`config.mk`:
```
export PLATFORM = sky130hd
export DESIGN_NAME = branch_resolve_unit
export DESIGN_NICKNAME = d
export VERILOG_FILES = /design/src/rtl/bru_pkg.sv /design/src/rtl/bru_pred_fifo.sv /design/src/rtl/branch_resolve_unit.sv
export SDC_FILE = /design/constraint.sdc
export NUM_CORES = 1
export LEC_CHECK = 0
export BUFFER_PORTS_ARGS = -buffer_cell sky130_fd_sc_hd__buf_2
export CAP_MARGIN = 20
export CORE_MARGIN = 10
export CORE_UTILIZATION = 51
export DETAILED_ROUTE_END_ITERATION = 8
export GPL_TIMING_DRIVEN = 0
export PLACE_DENSITY_LB_ADDON = 0.2
export RECOVER_POWER = 100
export SLEW_MARGIN = 25
export SYNTH_ARGS = -nofsm -noshare
export SYNTH_HDL_FRONTEND = slang
export SYNTH_HIERARCHICAL = 1
export SYNTH_SLANG_ARGS = --single-unit
export TNS_END_PERCENT = 100
```
`constraint.sdc`:
```
create_clock -name clk -period 3.5 [get_ports clk]
set_input_delay 0.525 -clock clk [delete_from_list [all_inputs] [get_ports clk]]
set_output_delay 0.525 -clock clk [all_outputs]
set_load 0.1 [all_outputs]
```
`src/rtl/bru_pkg.sv`:
```
// Shared types and helpers for the branch resolve unit.
// Optional feature macro: BRU_STATS_EN (resolution/mispredict counters).
package bru_pkg;

  localparam int unsigned BRU_DEPTH_DEF        = 4;
  localparam int unsigned BRU_FLUSH_CYCLES_DEF = 2;
  localparam int unsigned BRU_IDX_W_DEF        = 7;

  // One fetch-time prediction waiting for its execute-stage outcome.
  typedef struct packed {
    logic [31:0] pc;
    logic        taken;
    logic [31:0] target;
  } bru_entry_t;

  typedef enum logic [0:0] {
    RUN   = 1'b0,
    FLUSH = 1'b1
  } bru_state_t;

  // Wrong direction, or right "taken" direction but wrong target.
  function automatic logic bru_is_mispredict(input bru_entry_t e,
                                             input logic act_taken,
                                             input logic [31:0] act_target);
    return (act_taken != e.taken) ||
           (act_taken && e.taken && (act_target != e.target));
  endfunction

  // Architecturally correct next PC after the resolved branch.
  function automatic logic [31:0] bru_next_pc(input bru_entry_t e,
                                              input logic act_taken,
                                              input logic [31:0] act_target);
    return act_taken ? act_target : (e.pc + 32'd4);
  endfunction

endpackage

```
`src/rtl/bru_pred_fifo.sv`:
```
// In-order FIFO of in-flight predictions. Pointers carry one extra wrap bit
// so full/empty are decided without a separate occupancy counter.
// Clear wins over a same-cycle push or pop.
module bru_pred_fifo
  import bru_pkg::*;
#(
  parameter int unsigned DEPTH = BRU_DEPTH_DEF
) (
  input  logic       clk_i,
  input  logic       rst_ni,
  input  logic       push_i,
  input  bru_entry_t entry_i,
  input  logic       pop_i,
  input  logic       clear_i,
  output logic       full_o,
  output logic       empty_o,
  output bru_entry_t head_o
);

  localparam int unsigned AW = $clog2(DEPTH);
  localparam logic [AW:0] PTR_ONE = {{AW{1'b0}}, 1'b1};

  bru_entry_t  mem_q [DEPTH];
  logic [AW:0] wr_ptr_q, wr_ptr_d;
  logic [AW:0] rd_ptr_q, rd_ptr_d;
  logic        do_push_s, do_pop_s;

  assign full_o    = (wr_ptr_q[AW] != rd_ptr_q[AW]) &&
                     (wr_ptr_q[AW-1:0] == rd_ptr_q[AW-1:0]);
  assign empty_o   = (wr_ptr_q == rd_ptr_q);
  assign head_o    = mem_q[rd_ptr_q[AW-1:0]];
  assign do_push_s = push_i && !full_o && !clear_i;
  assign do_pop_s  = pop_i && !empty_o && !clear_i;

  // Next-state pointer arithmetic.
  always_comb begin
    wr_ptr_d = wr_ptr_q;
    rd_ptr_d = rd_ptr_q;
    if (clear_i) begin
      wr_ptr_d = '0;
      rd_ptr_d = '0;
    end else begin
      if (do_push_s) begin
        wr_ptr_d = wr_ptr_q + PTR_ONE;
      end else begin
        wr_ptr_d = wr_ptr_q;
      end
      if (do_pop_s) begin
        rd_ptr_d = rd_ptr_q + PTR_ONE;
      end else begin
        rd_ptr_d = rd_ptr_q;
      end
    end
  end

  // Pointer registers.
  always_ff @(posedge clk_i or negedge rst_ni) begin
    if (!rst_ni) begin
      wr_ptr_q <= '0;
      rd_ptr_q <= '0;
    end else begin
      wr_ptr_q <= wr_ptr_d;
      rd_ptr_q <= rd_ptr_d;
    end
  end

  // Entry storage; written only on an accepted push.
  always_ff @(posedge clk_i or negedge rst_ni) begin
    if (!rst_ni) begin
      for (int i = 0; i < int'(DEPTH); i++) begin
        mem_q[i] <= '0;
      end
    end else if (do_push_s) begin
      mem_q[wr_ptr_q[AW-1:0]] <= entry_i;
    end
  end

endmodule

```
`src/rtl/branch_resolve_unit.sv`:
```
// Branch resolve unit: pairs queued fetch predictions with ALU outcomes,
// flags mispredicts, redirects/flushes fetch and emits predictor training.
// Optional feature macro: BRU_STATS_EN adds saturating stat_branches and
// stat_mispredicts counters.
module branch_resolve_unit
  import bru_pkg::*;
#(
  parameter int unsigned DEPTH        = BRU_DEPTH_DEF,
  parameter int unsigned FLUSH_CYCLES = BRU_FLUSH_CYCLES_DEF,
  parameter int unsigned IDX_W        = BRU_IDX_W_DEF
) (
  input  logic             clk,
  input  logic             reset,
  input  logic             pred_valid,
  output logic             pred_ready,
  input  logic [31:0]      pred_pc,
  input  logic             pred_taken,
  input  logic [31:0]      pred_target,
  input  logic             ex_valid,
  input  logic             ex_taken,
  input  logic [31:0]      ex_target,
  output logic             upd_valid,
  output logic [IDX_W-1:0] upd_index,
  output logic             upd_taken,
  output logic             upd_pred,
  output logic             mispredict,
  output logic [31:0]      redirect_pc,
  output logic             flush,
`ifdef BRU_STATS_EN
  output logic [31:0]      stat_branches,
  output logic [31:0]      stat_mispredicts,
`endif
  output logic             underflow_err
);

  localparam int unsigned CW = $clog2(FLUSH_CYCLES + 1);
  localparam logic [CW-1:0] CNT_ONE    = {{(CW-1){1'b0}}, 1'b1};
  localparam logic [CW-1:0] FLUSH_INIT = CW'(FLUSH_CYCLES);

  bru_state_t      state_q, state_d;
  logic [CW-1:0]   cnt_q, cnt_d;

  logic            full_s, empty_s;
  bru_entry_t      head_s, new_entry_s;
  logic            push_s, pop_s, misp_s, underflow_s;

  logic             upd_valid_q;
  logic [IDX_W-1:0] upd_index_q;
  logic             upd_taken_q;
  logic             upd_pred_q;
  logic             mispredict_q;
  logic [31:0]      redirect_pc_q;
  logic             underflow_q;

  // Ready depends only on registered state so a full queue refuses a push
  // even when the head pops in the same cycle.
  assign pred_ready  = (state_q == RUN) && !full_s;
  assign flush       = (state_q == FLUSH);
  assign new_entry_s = '{pc: pred_pc, taken: pred_taken, target: pred_target};

  bru_pred_fifo #(.DEPTH(DEPTH)) u_fifo (
    .clk_i   (clk),
    .rst_ni  (reset),
    .push_i  (push_s),
    .entry_i (new_entry_s),
    .pop_i   (pop_s),
    .clear_i (misp_s),
    .full_o  (full_s),
    .empty_o (empty_s),
    .head_o  (head_s)
  );

  // Resolve/push decisions and RUN/FLUSH next-state logic.
  always_comb begin
    state_d     = state_q;
    cnt_d       = cnt_q;
    push_s      = 1'b0;
    pop_s       = 1'b0;
    misp_s      = 1'b0;
    underflow_s = 1'b0;
    case (state_q)
      RUN: begin
        if (ex_valid) begin
          if (!empty_s) begin
            pop_s  = 1'b1;
            misp_s = bru_is_mispredict(head_s, ex_taken, ex_target);
          end else begin
            underflow_s = 1'b1;
          end
        end else begin
          pop_s = 1'b0;
        end
        // Younger entries and any same-cycle push are wrong-path on a mispredict.
        if (misp_s) begin
          state_d = FLUSH;
          cnt_d   = FLUSH_INIT;
          push_s  = 1'b0;
        end else begin
          push_s  = pred_valid && pred_ready;
        end
      end
      FLUSH: begin
        if (cnt_q == CNT_ONE) begin
          state_d = RUN;
          cnt_d   = '0;
        end else begin
          cnt_d   = cnt_q - CNT_ONE;
        end
      end
      default: begin
        state_d = RUN;
        cnt_d   = '0;
      end
    endcase
  end

  // FSM state and flush counter.
  always_ff @(posedge clk or negedge reset) begin
    if (!reset) begin
      state_q <= RUN;
      cnt_q   <= '0;
    end else begin
      state_q <= state_d;
      cnt_q   <= cnt_d;
    end
  end

  // Registered training strobe, mispredict pulse, redirect and sticky error.
  always_ff @(posedge clk or negedge reset) begin
    if (!reset) begin
      upd_valid_q   <= 1'b0;
      upd_index_q   <= '0;
      upd_taken_q   <= 1'b0;
      upd_pred_q    <= 1'b0;
      mispredict_q  <= 1'b0;
      redirect_pc_q <= 32'd0;
      underflow_q   <= 1'b0;
    end else begin
      upd_valid_q  <= pop_s;
      mispredict_q <= misp_s;
      if (pop_s) begin
        upd_index_q <= head_s.pc[IDX_W-1:0];
        upd_taken_q <= ex_taken;
        upd_pred_q  <= head_s.taken;
      end
      if (misp_s) begin
        redirect_pc_q <= bru_next_pc(head_s, ex_taken, ex_target);
      end
      if (underflow_s) begin
        underflow_q <= 1'b1;
      end
    end
  end

  assign upd_valid     = upd_valid_q;
  assign upd_index     = upd_index_q;
  assign upd_taken     = upd_taken_q;
  assign upd_pred      = upd_pred_q;
  assign mispredict    = mispredict_q;
  assign redirect_pc   = redirect_pc_q;
  assign underflow_err = underflow_q;

`ifdef BRU_STATS_EN
  logic [31:0] stat_branches_q, stat_mispredicts_q;

  // Saturating resolution and mispredict counters.
  always_ff @(posedge clk or negedge reset) begin
    if (!reset) begin
      stat_branches_q    <= 32'd0;
      stat_mispredicts_q <= 32'd0;
    end else begin
      if (pop_s && (stat_branches_q != 32'hFFFF_FFFF)) begin
        stat_branches_q <= stat_branches_q + 32'd1;
      end
      if (misp_s && (stat_mispredicts_q != 32'hFFFF_FFFF)) begin
        stat_mispredicts_q <= stat_mispredicts_q + 32'd1;
      end
    end
  end

  assign stat_branches    = stat_branches_q;
  assign stat_mispredicts = stat_mispredicts_q;
`endif

endmodule
```
==> flow_summary.json <==
{
  "status": "finished, violations left",
  "violations": "max-capacitance violations, max-slew violations, negative setup slack",
  "multi_input_area_sq_um": 7186,
  "fin_skew_ps": 20.11,
  "ys_types": 54,
  "fin_ws_ps": -382.3,
  "synth_top_area_share_pct": 52.58,
  "ant_nets": 0,
  "fin_cells": 1651,
  "die_area_sq_um": 36440,
  "grt_usage_pct": 21.59,
  "net-switching-power_mw": 8.359,
  "overflow": 0,
  "slew_headroom_pct": -34.93,
  "synthTopCellsByArea": "dfrtp_1 (53%), mux2_2 (19%), mux4_2 (9.8%)",
  "cpMaxStageDelayCell": "nor3_1",
  "clk_path_buf_depth": 3,
  "fillers": 2008,
  "cts_root_buf": "clkbuf_16",
  "dp_hpwl_um": 27800,
  "grt_pass1_vias": 10010,
  "leakage_nw": 8.316,
  "antenna_found_initial": 2,
  "final_max_slew_viol_count": 80,
  "internal_power_mw": 12.81,
  "stdcell_area_sq_um": 19100,
  "wire_per_inst_um": 25.83,
  "num_vias": 9724,
  "maxCapViolCount": 1,
  "syn_nets": 1110,
  "max_freq_mhz": 257.6,
  "path_cells": "buf_12 > buf_12 > buf_4 > buf_4 > xor2_1 > nor3_1 > nor3_1 > o21ai_4 > buf_8 > inv_8 > clkbuf_16 > a311oi_4 > buf_6 > clkbuf_16 > clkbuf_16 > mux2_4",
  "worst_setup_path_start_kind": "register",
  "cts.sinks": 313,
  "final_cell_mix": "dfrtp_1 (313), mux2_2 (153), mux2_4 (111)",
  "yosys.area.top_type": "dfrtp_1",
  "placed_cells": 1534,
  "io_pins": 148,
  "gp_congestion": 0.8350,
  "dp_slack_ps": -1117,
  "drt-initial-drc-count": 767,
  "worstSetupEndpointType": "register",
  "cts_hold_buf": 0,
  "worstPathArrival_ps": 4270,
  "fp.coreArea_sq_um": 28780,
  "grt_pass1_wl_um": 60110,
  "cp.buffers_inverters": 10,
  "layout_commonest_cell": "dfrtp_1",
  "cts.clk_slew.worst_paths_ps": 60,
  "start_util_pct": 51.76,
  "placed_area_sq_um": 16260,
  "syn-cell-area_sq_um": 14900,
  "cts_tree": "yes",
  "hp-class": "in2reg",
  "ys.flop_type": "dfrtp_1",
  "syn_avg_cell_area_sq_um": 14.90,
  "syn_to_final_growth_pct": 28.23,
  "via_per_inst": 5.890,
  "power_frac_comb_pct": 52.0,
  "critPathMaxStageDelay_ps": 720,
  "finalCritPeriodShare_pct": 110.9,
  "drcViolationCount": 0,
  "rows": 62,
  "syn_inst": 1000,
  "die_x_um": 190.9,
  "nets": 1353,
  "clkPwrFrac_pct": 17.5,
  "rsz0062_at_grt": "yes",
  "port_buffers": 147,
  "final-seq-area_sq_um": 7833,
  "wirelength_um": 42650,
  "cp_max_fo": 8,
  "first_pass_iters": 5,
  "worstPathRequired_ps": 3880,
  "worstSetupPathType": "reg2reg",
  "ys.warnings.count": 6,
  "peakVddDrop_v": 0.0008652,
  "grt_max_degree": 93,
  "crit_top_cell": "clkbuf_16",
  "ys_seq_area_share_pct": 52.58,
  "tightestPinTransition_ps": 2024,
  "h-tree-depth": 2,
  "p_per_area_nw_per_um2": 1108,
  "ys_seq_elements": 313,
  "synthArstFlopShare_pct": 100.0,
  "drive_gt1_share_pct": 49.57,
  "die_h_um": 190.9,
  "setup_viol": 282,
  "cts_made_buffers": 35,
  "period_needed_ps": 3882,
  "final-hold-violation-count": 0,
  "synth-edff-count": 0,
  "worstSkewPairLatency_ps": 520,
  "seqPwrFrac_pct": 30.5,
  "cp_top_family": "buffers and inverters",
  "switching_share_pct": 39.49
}
## area by class of cell
class,instances,share of cell area (%)
inverters,16,0.3537
plain buffers,54,3.812
multi-input cells,613,37.62
clock buffers,48,5.319
repair buffers,210,8.594
flip-flops and latches,313,41.00
diodes,2,0.02620
well taps,384,2.515
clock inverters,11,0.7598
## path summary, 6_finish.rpt
kind | startpoint | end | slack (ps) | depth (start not counted)
max in group asynchronous | reset | u_fifo/mem_q[92] | 390 | 3
hold reg to reg | underflow_err | underflow_err | 480 | 1
setup reg to reg | u_fifo/rd_ptr_q[0] | u_fifo/mem_q[199] | -380 | 16
min in group asynchronous | reset | upd_valid | 580 | 1
hold / removal | pred_pc[2] | u_fifo/mem_q[230] | 290 | 2
setup / recovery | u_fifo/rd_ptr_q[0] | u_fifo/mem_q[199] | -380 | 16
## metrics by stage
stage	hold slack (ps)	setup TNS [ps]	power, mW	utilization, %
after floorplan	229.4	0	13.45	-
after global placement	447.0	-1551890	15.51	56.17
after detailed placement	458.3	-263260	15.76	56.50
after CTS	26.47	-67580	20.06	62.22
after global routing	277.5	-109410	22.12	66.36
final	286.2	-78960	21.17	66.37
## synthesized netlist by cell type, types with 3 or more instances
| cell | instances |
|---|---|
| a31oi_1 | 3 |
| and3_1 | 3 |
| buf_2 | 16 |
| buf_4 | 6 |
| buf_6 | 21 |
| clkbuf_1 | 13 |
| dfrtp_1 | 313 |
| ha_1 | 8 |
| inv_1 | 15 |
| mux2_1 | 52 |
| mux2_2 | 249 |
| mux2i_1 | 9 |
| mux4_2 | 65 |
| nand2_1 | 43 |
| nand3_1 | 12 |
| nand4_1 | 20 |
| nor2_1 | 11 |
| nor2b_1 | 4 |
| nor3_1 | 5 |
| nor4_1 | 4 |
| o211ai_1 | 3 |
| o21ai_0 | 26 |
| xnor2_1 | 46 |
| xor2_1 | 18 |
## cells by family after synthesis
kind of cell / synth area share, %
simple gates: 4.225
fa+ha+maj: 0.6720
xor+xnor: 3.981
flops: 52.58
buf+inv: 3.208
mux: 33.18
compound gates: 2.150
## power groups by stage
stage	Combinational [mW]	Clock (mW)	Sequential, mW
2_1_floorplan	5.57	0	7.88
6_report	11.0	3.70	6.45
5_1_grt	11.5	3.92	6.67
3_3_place_gp	9.16	0	6.35
4_1_cts	9.89	3.78	6.39
3_5_place_dp	9.34	0	6.42
## sequential cells by signal, summed over array words and instances, names as in the netlist
signal	flops
u_fifo/mem_q	260
redirect_pc	32
upd_index	7
u_fifo/rd_ptr_q	3
u_fifo/wr_ptr_q	3
cnt_q	2
flush	1
mispredict	1
underflow_err	1
upd_pred	1
upd_taken	1
upd_valid	1
## metal layers
layer	wire length (um)	up-vias	GRT usage, %
li1	-	4182	-
met4	1379	2	8.540
met1	18400	5113	29.91
met5	11	-	0
met3	2650	79	4.082
met2	20210	348	33.01
## repair_timing
item | CTS | global route
setup endpoints to repair | 288 | 266
buffers inserted | 18 | 17
cloned | 1 | 24
resized for setup | 70 | 156
pin swaps | 9 | 7
endpoints found under the hold margin | 0 | 0
No activity file was read; power rests on OpenSTA's default activity.
